<file path="config.mk">
export PLATFORM = sky130hd
export DESIGN_NAME = cga_attr_encoder
export DESIGN_NICKNAME = d
export VERILOG_FILES = /design/src/rtl/cga_pkg.sv /design/src/rtl/rgb565_to_irgb.sv /design/src/rtl/cga_attr_encoder.sv
export SDC_FILE = /design/constraint.sdc
export NUM_CORES = 1
export LEC_CHECK = 0
export CORE_MARGIN = 2
export CORE_UTILIZATION = 41
export CTS_BUF_LIST = sky130_fd_sc_hd__clkbuf_8
export DETAILED_ROUTE_END_ITERATION = 8
export GPL_TIMING_DRIVEN = 0
export PLACE_DENSITY = 0.77
export SYNTH_ARGS = -nofsm -noshare
export SYNTH_HDL_FRONTEND = slang
export SYNTH_HIERARCHICAL = 1
export SYNTH_SLANG_ARGS = --single-unit
</file>
<file path="constraint.sdc">
create_clock -name i_clk -period 1.5 [get_ports i_clk]
set_input_delay 0.3 -clock i_clk [delete_from_list [all_inputs] [get_ports i_clk]]
set_output_delay 0.3 -clock i_clk [all_outputs]
set_load 0.01 [all_outputs]
</file>
<file path="src/rtl/cga_pkg.sv">
// Shared definitions for the CGA attribute encoder and the palette tools:
// channel widths, the brown palette exception, FSM encoding and a
// majority helper. CGA_ATTR_BLINK_EN (see cga_attr_encoder) does not
// change anything in this package.
package cga_pkg;

  localparam int R_W    = 5;
  localparam int G_W    = 6;
  localparam int B_W    = 5;
  localparam int IRGB_W = 4;
  localparam int ATTR_W = 2 * IRGB_W;

  // Brown is the one CGA entry whose green is not a plain level expansion.
  localparam logic [R_W-1:0]    BROWN_R    = 5'b10101;
  localparam logic [G_W-1:0]    BROWN_G    = 6'b010101;
  localparam logic [B_W-1:0]    BROWN_B    = 5'b00000;
  localparam logic [IRGB_W-1:0] IRGB_BROWN = 4'b0110;

  // S_BG: waiting for the background pixel of a pair.
  // S_FG: background captured, waiting for the foreground pixel.
  typedef enum logic {
    S_BG = 1'b0,
    S_FG = 1'b1
  } state_e;

  function automatic logic maj3(input logic a, input logic b, input logic c);
    return (a & b) | (a & c) | (b & c);
  endfunction

endpackage

</file>
<file path="src/rtl/rgb565_to_irgb.sv">
// Combinational RGB565 -> 4-bit CGA irgb quantizer. Every one of the 16
// palette colours maps back to its own code; anything else takes the top
// bit of each channel as r/g/b and a majority vote of the next bits as i.
module rgb565_to_irgb
  import cga_pkg::*;
(
  input  logic [R_W-1:0]    i_red,
  input  logic [G_W-1:0]    i_green,
  input  logic [B_W-1:0]    i_blue,
  output logic [IRGB_W-1:0] o_irgb
);

  // Brown is checked first because its green would otherwise decode as 0.
  always_comb begin
    if ((i_red == BROWN_R) && (i_green == BROWN_G) && (i_blue == BROWN_B)) begin
      o_irgb = IRGB_BROWN;
    end else begin
      o_irgb = {maj3(i_red[3], i_green[4], i_blue[3]), i_red[4], i_green[5], i_blue[4]};
    end
  end

endmodule

</file>
<file path="src/rtl/cga_attr_encoder.sv">
// Packs background/foreground RGB565 pixel pairs into CGA text attribute
// bytes {bg, fg}. Pixel input and attribute output are valid/ready
// streams: a beat transfers on a clock edge where valid and ready are both
// high; a producer holds valid and data stable until that edge, and ready
// may depend on the consumer's ready but never on this side's valid.
// Build option CGA_ATTR_BLINK_EN adds i_blink, captured with the
// background pixel and placed in o_attr[7] instead of bg intensity.
module cga_attr_encoder
  import cga_pkg::*;
#(
  parameter int CNT_W = 12
) (
  input  logic              i_clk,
  input  logic              i_rst_n,
  input  logic [R_W-1:0]    i_red,
  input  logic [G_W-1:0]    i_green,
  input  logic [B_W-1:0]    i_blue,
  input  logic              i_first,
  input  logic              i_valid,
`ifdef CGA_ATTR_BLINK_EN
  input  logic              i_blink,
`endif
  output logic              o_ready,
  output logic [ATTR_W-1:0] o_attr,
  output logic              o_valid,
  input  logic              i_ready,
  output logic              o_desync,
  output logic [CNT_W-1:0]  o_count
);

  state_e              state_q, state_d;
  logic [IRGB_W-1:0]   bg_q, bg_d;
  logic [ATTR_W-1:0]   attr_q, attr_d;
  logic                valid_q, valid_d;
  logic                desync_q, desync_d;
  logic [CNT_W-1:0]    count_q, count_d;
  logic [IRGB_W-1:0]   pix_irgb;
  logic [IRGB_W-1:0]   bg_nibble;
  logic                pix_xfer;

  // One quantizer is enough: at most one pixel arrives per cycle.
  rgb565_to_irgb u_quant (
    .i_red   (i_red),
    .i_green (i_green),
    .i_blue  (i_blue),
    .o_irgb  (pix_irgb)
  );

  // The stored background already holds the exact upper nibble of the
  // attribute, so packing is the same concatenation in both builds.
`ifdef CGA_ATTR_BLINK_EN
  assign bg_nibble = {i_blink, pix_irgb[2:0]};
`else
  assign bg_nibble = pix_irgb;
`endif

  // Ready is always high while collecting a background; a foreground is
  // only taken when the output register is free or being drained.
  always_comb begin
    o_ready = 1'b1;
    if (state_q == S_FG) begin
      o_ready = ~valid_q | i_ready;
    end
  end

  assign pix_xfer = i_valid & o_ready;

  // Next-state logic: pair sequencing, attribute load, desync and count.
  always_comb begin
    state_d  = state_q;
    bg_d     = bg_q;
    attr_d   = attr_q;
    valid_d  = valid_q & ~i_ready;
    desync_d = 1'b0;
    count_d  = count_q;
    case (state_q)
      S_BG: begin
        if (pix_xfer) begin
          if (i_first) begin
            bg_d    = bg_nibble;
            state_d = S_FG;
          end else begin
            desync_d = 1'b1;
          end
        end
      end
      S_FG: begin
        if (pix_xfer) begin
          if (i_first) begin
            bg_d     = bg_nibble;
            desync_d = 1'b1;
          end else begin
            attr_d  = {bg_q, pix_irgb};
            valid_d = 1'b1;
            count_d = count_q + CNT_W'(1);
            state_d = S_BG;
          end
        end
      end
      default: state_d = S_BG;
    endcase
  end

  // State and output registers; reset drops any half-collected pair.
  always_ff @(posedge i_clk or negedge i_rst_n) begin
    if (!i_rst_n) begin
      state_q  <= S_BG;
      bg_q     <= '0;
      attr_q   <= '0;
      valid_q  <= 1'b0;
      desync_q <= 1'b0;
      count_q  <= '0;
    end else begin
      state_q  <= state_d;
      bg_q     <= bg_d;
      attr_q   <= attr_d;
      valid_q  <= valid_d;
      desync_q <= desync_d;
      count_q  <= count_d;
    end
  end

  assign o_attr   = attr_q;
  assign o_valid  = valid_q;
  assign o_desync = desync_q;
  assign o_count  = count_q;

endmodule

</file>
==> out/metrics.yaml <==
status:
  outcome: "finished with violations"
  violated_checks: "setup timing"
layout:
  area_growth_pct: 63.08
  multiInputGateArea_sq_um: 544.3
  diodes: 0
  fill_cells: 221
  finalInstanceArea_sq_mm: 0.001934
  core_occupancy_in_the_finished_layout_pct: 70.15
  finish.net_count: 182
  layout-drive-gt1-share_pct: 32.70
  fin_cells: 190
  sequential_standard_cell_area_sq_um: 675.6
place:
  place.gp.congestion: 0.7281
  buffer_ports.inserted: 43
  post-place-cells: 166
  detailedPlacementHpwl_mm: 1.840
  post_dp_cell_area_sq_mm: 0.001668
job:
  drv_cap: 0
yosys:
  postSynthRegisterBits: 27
  post_synth_instance_area_sq_mm: 0.001186
  synth.net_count: 114
  synthTopCellsByArea: "sky130_fd_sc_hd__dfrtp_1, sky130_fd_sc_hd__mux2_2, sky130_fd_sc_hd__xor2_1"
  synth_ff_type: "sky130_fd_sc_hd__dfrtp_1"
  synthMostInstantiatedCell: "sky130_fd_sc_hd__dfrtp_1"
  seq_area_frac_synth_pct: 56.96
  synth_edf_count: 0
  synth_commonest_cells: "sky130_fd_sc_hd__dfrtp_1, sky130_fd_sc_hd__mux2_2, sky130_fd_sc_hd__nand2_1, sky130_fd_sc_hd__xor2_1, sky130_fd_sc_hd__xnor2_1"
  post-synth-top-area-cell: "sky130_fd_sc_hd__dfrtp_1"
  synth.top_cell.area_share_pct: 56.96
  async_flop_share_pct: 100.0
  syn_avg_cell_area_sq_um: 12.89
  netlist-cell-type-count: 26
  yosys_warnings: 6
  postSynthCellCount: 92
grt:
  globalRouteTotalUtil_pct: 17.20
  antenna_violations_before_repair: 0
  vias_in_the_first_global_route: 1029
  grt.overflow.total: 0
  wire_length_of_the_first_global_routing_pass_mm: 4.360
  maximum_number_of_pins_on_one_net_before_global_route_repair: 28
clock_tree:
  cts-buffers-inserted: 3
  cts_root_buffer: "sky130_fd_sc_hd__clkbuf_8"
  cts_htree_levels: 1
  clock_sink_count: 27
  worst_skew_pair.late_latency_ns: 0.27
  cts_tree: "done"
  cts_max_path_buffers: 2
  clkSlewWorstSetupHoldPaths_ns: 0.09
pwr:
  static-leakage-power_nw: 1.116
  power.net_switching_mw: 0.5930
  power_switching_share_pct: 28.27
  pwr-share-seq_pct: 45.7
  power_share_of_the_combinational_group_pct: 34.6
  power_per_cell_area_mw_per_mm2: 1084
  vdd_ir_drop_max_mv: 1.093
  internal_power_mw: 1.505
  share_clk_of_total_power_pct: 19.7
sta:
  timing.setup.tns_ns: -0.02735
  final_period_minus_worst_setup_slack_ns: 1.527
  fin_crit_sh_pct: 101.8
  post_route_skew_ns: 0.004112
  count_of_final_hold_check_violations: 0
  fmax_mhz: 654.7
  report.final.slew_viol_count: 0
  final_setup_violation_count: 1
  final.hold.worst_slack_ns: 0.01435
  rsz0062_at_grt: "true"
  finalWorstSetupSlack_ns: -0.02735
  worst_slew_margin_rel_pct: 61.18
  timing_worst_slew_pin_value_ns: 0.5823
setup_path:
  rrSetupSlack_ns: -0.03
  worst-endpoint-arrival_ns: 1.73
  r2r_end: "o_count[10]"
  worstSetupStartpointType: "flop"
  worst_r2r_path_depth: 5
  worstPathRequired_ns: 1.70
  timing.critical_path.to_type: "flop"
  worstPathMaxFanout: 3
  criticalPathCategory: "reg2reg"
detailed_routing:
  vias_per_cell: 5.121
  drt_pass1_iterations: 2
  route.detailed.drc: 0
  routed_via_count: 973
  post_drt_wl_per_cell_microns: 13.84
  drt_iter0_drc: 26
  antenna_left: 0
  totalWireLength_mm: 2.630
floorplan:
  floorplan.initialDensity_pct: 43.01
  floorplan.io_pins: 44
  die_w_microns: 57.79
  dieHeight_microns: 57.79
  dieArea_sq_mm: 0.003339
  placeableCoreArea_sq_mm: 0.002758
  rows: 19
hold_path:
  hold_path_class: "in2async"
[kinds of logic after synthesis]
kind of cell	synth area share, %
and+or+nand+nor	16.67
DFF	56.96
muxes	12.34
xor gates and xnor gates	8.861
buffers and inverters	1.687
AOI/OAI and AO/OA	1.582
adders and majority gates	1.899
[flip-flops by register name, summed over array words and instances, names as in the netlist, named ones only]
name and count:
bg_q 4, o_attr 8, o_count 12, o_desync 1
o_valid 1
[power groups by stage]
| stage | registers [mW] | clock network, mW | logic [mW] |
|---|---|---|---|
| after floorplan | 1.06 | 0 | 0.194 |
| after global placement | 1.01 | 0 | 0.614 |
| after detailed placement | 1.01 | 0 | 0.629 |
| after CTS | 0.961 | 0.431 | 0.736 |
| after global routing | 0.983 | 0.455 | 0.789 |
| final | 0.959 | 0.413 | 0.725 |
[cell type report]
type / instances / area share (%)
tap: 31 / 2.005
clock buffer: 3 / 2.135
multi-input combinational: 60 / 28.14
sequential: 27 / 34.93
clock inverter: 1 / 0.2587
inverter: 1 / 0.1940
buffer: 4 / 1.358
timing repair buffer: 63 / 30.98
[metrics by stage]
| stage | total power, mW | worst slack, ns |
|---|---|---|
| after floorplan | 1.252 | 0.0006103 |
| after global placement | 1.620 | -0.4474 |
| after detailed placement | 1.643 | -0.4881 |
| after CTS | 2.128 | -0.08321 |
| after global routing | 2.227 | -0.08496 |
| final | 2.098 | -0.02735 |
[cells in the final DEF, fill, tap and decap left out]
master / instances
sky130_fd_sc_hd__a21o_2: 1
sky130_fd_sc_hd__a41o_1: 1
sky130_fd_sc_hd__and3_1: 3
sky130_fd_sc_hd__buf_2: 1
sky130_fd_sc_hd__buf_4: 20
sky130_fd_sc_hd__buf_6: 2
sky130_fd_sc_hd__clkbuf_1: 2
sky130_fd_sc_hd__clkbuf_2: 1
sky130_fd_sc_hd__clkbuf_8: 3
sky130_fd_sc_hd__clkdlybuf4s50_1: 19
sky130_fd_sc_hd__clkinv_2: 1
sky130_fd_sc_hd__dfrtp_1: 27
sky130_fd_sc_hd__dlygate4sd2_1: 8
sky130_fd_sc_hd__dlymetal6s2s_1: 14
sky130_fd_sc_hd__ha_1: 1
sky130_fd_sc_hd__inv_2: 1
sky130_fd_sc_hd__maj3_1: 1
sky130_fd_sc_hd__mux2_2: 13
sky130_fd_sc_hd__nand2_1: 7
sky130_fd_sc_hd__nand3_1: 4
sky130_fd_sc_hd__nand3b_4: 1
sky130_fd_sc_hd__nand4_1: 1
sky130_fd_sc_hd__nor2_1: 1
sky130_fd_sc_hd__nor2_2: 1
sky130_fd_sc_hd__nor2_4: 1
sky130_fd_sc_hd__nor2b_4: 1
sky130_fd_sc_hd__nor3_2: 1
sky130_fd_sc_hd__nor3_4: 2
sky130_fd_sc_hd__nor3b_1: 1
sky130_fd_sc_hd__nor4_1: 1
sky130_fd_sc_hd__nor4_4: 1
sky130_fd_sc_hd__nor4b_1: 1
sky130_fd_sc_hd__nor4bb_1: 2
sky130_fd_sc_hd__or2b_1: 1
sky130_fd_sc_hd__or4_4: 1
sky130_fd_sc_hd__xnor2_1: 5
sky130_fd_sc_hd__xor2_1: 7
[worst max path at each step]
stage                        to  slack [ns]
floorplan            o_count[9]      0.0006
global placement    o_count[10]       -0.45
detailed placement  o_count[10]       -0.49
CTS                 o_count[11]       -0.08
global route        o_count[10]       -0.08
finish              o_count[10]       -0.03
[timing repair]
| action | CTS | global route |
|---|---|---|
| gates cloned | 0 | 0 |
| hold buffers | 0 | 0 |
| setup buffers | 14 | 6 |
| endpoints found under the setup margin | 30 | 35 |
| pin swaps | 8 | 5 |
| resized for setup | 16 | 26 |
[worst max-delay path, stage by stage, from the launching register on]
cell                       delay, ns
sky130_fd_sc_hd__dfrtp_1        0.41
sky130_fd_sc_hd__nand3b_4       0.09
sky130_fd_sc_hd__or4_4          0.52
sky130_fd_sc_hd__buf_6          0.16
sky130_fd_sc_hd__nor3_4         0.11
sky130_fd_sc_hd__xor2_1         0.16
[layer usage]
layer / track usage [%] / share of wire [%] / vias to the layer above
li1: - / - / 457
met1: 18.45 / 39 / 475
met2: 30.52 / 52 / 36
met3: 4.688 / 6.9 / 5
met4: 9.302 / 1.8 / 0
met5: 0 / 0 / -
(Power assumes the default switching activity.)
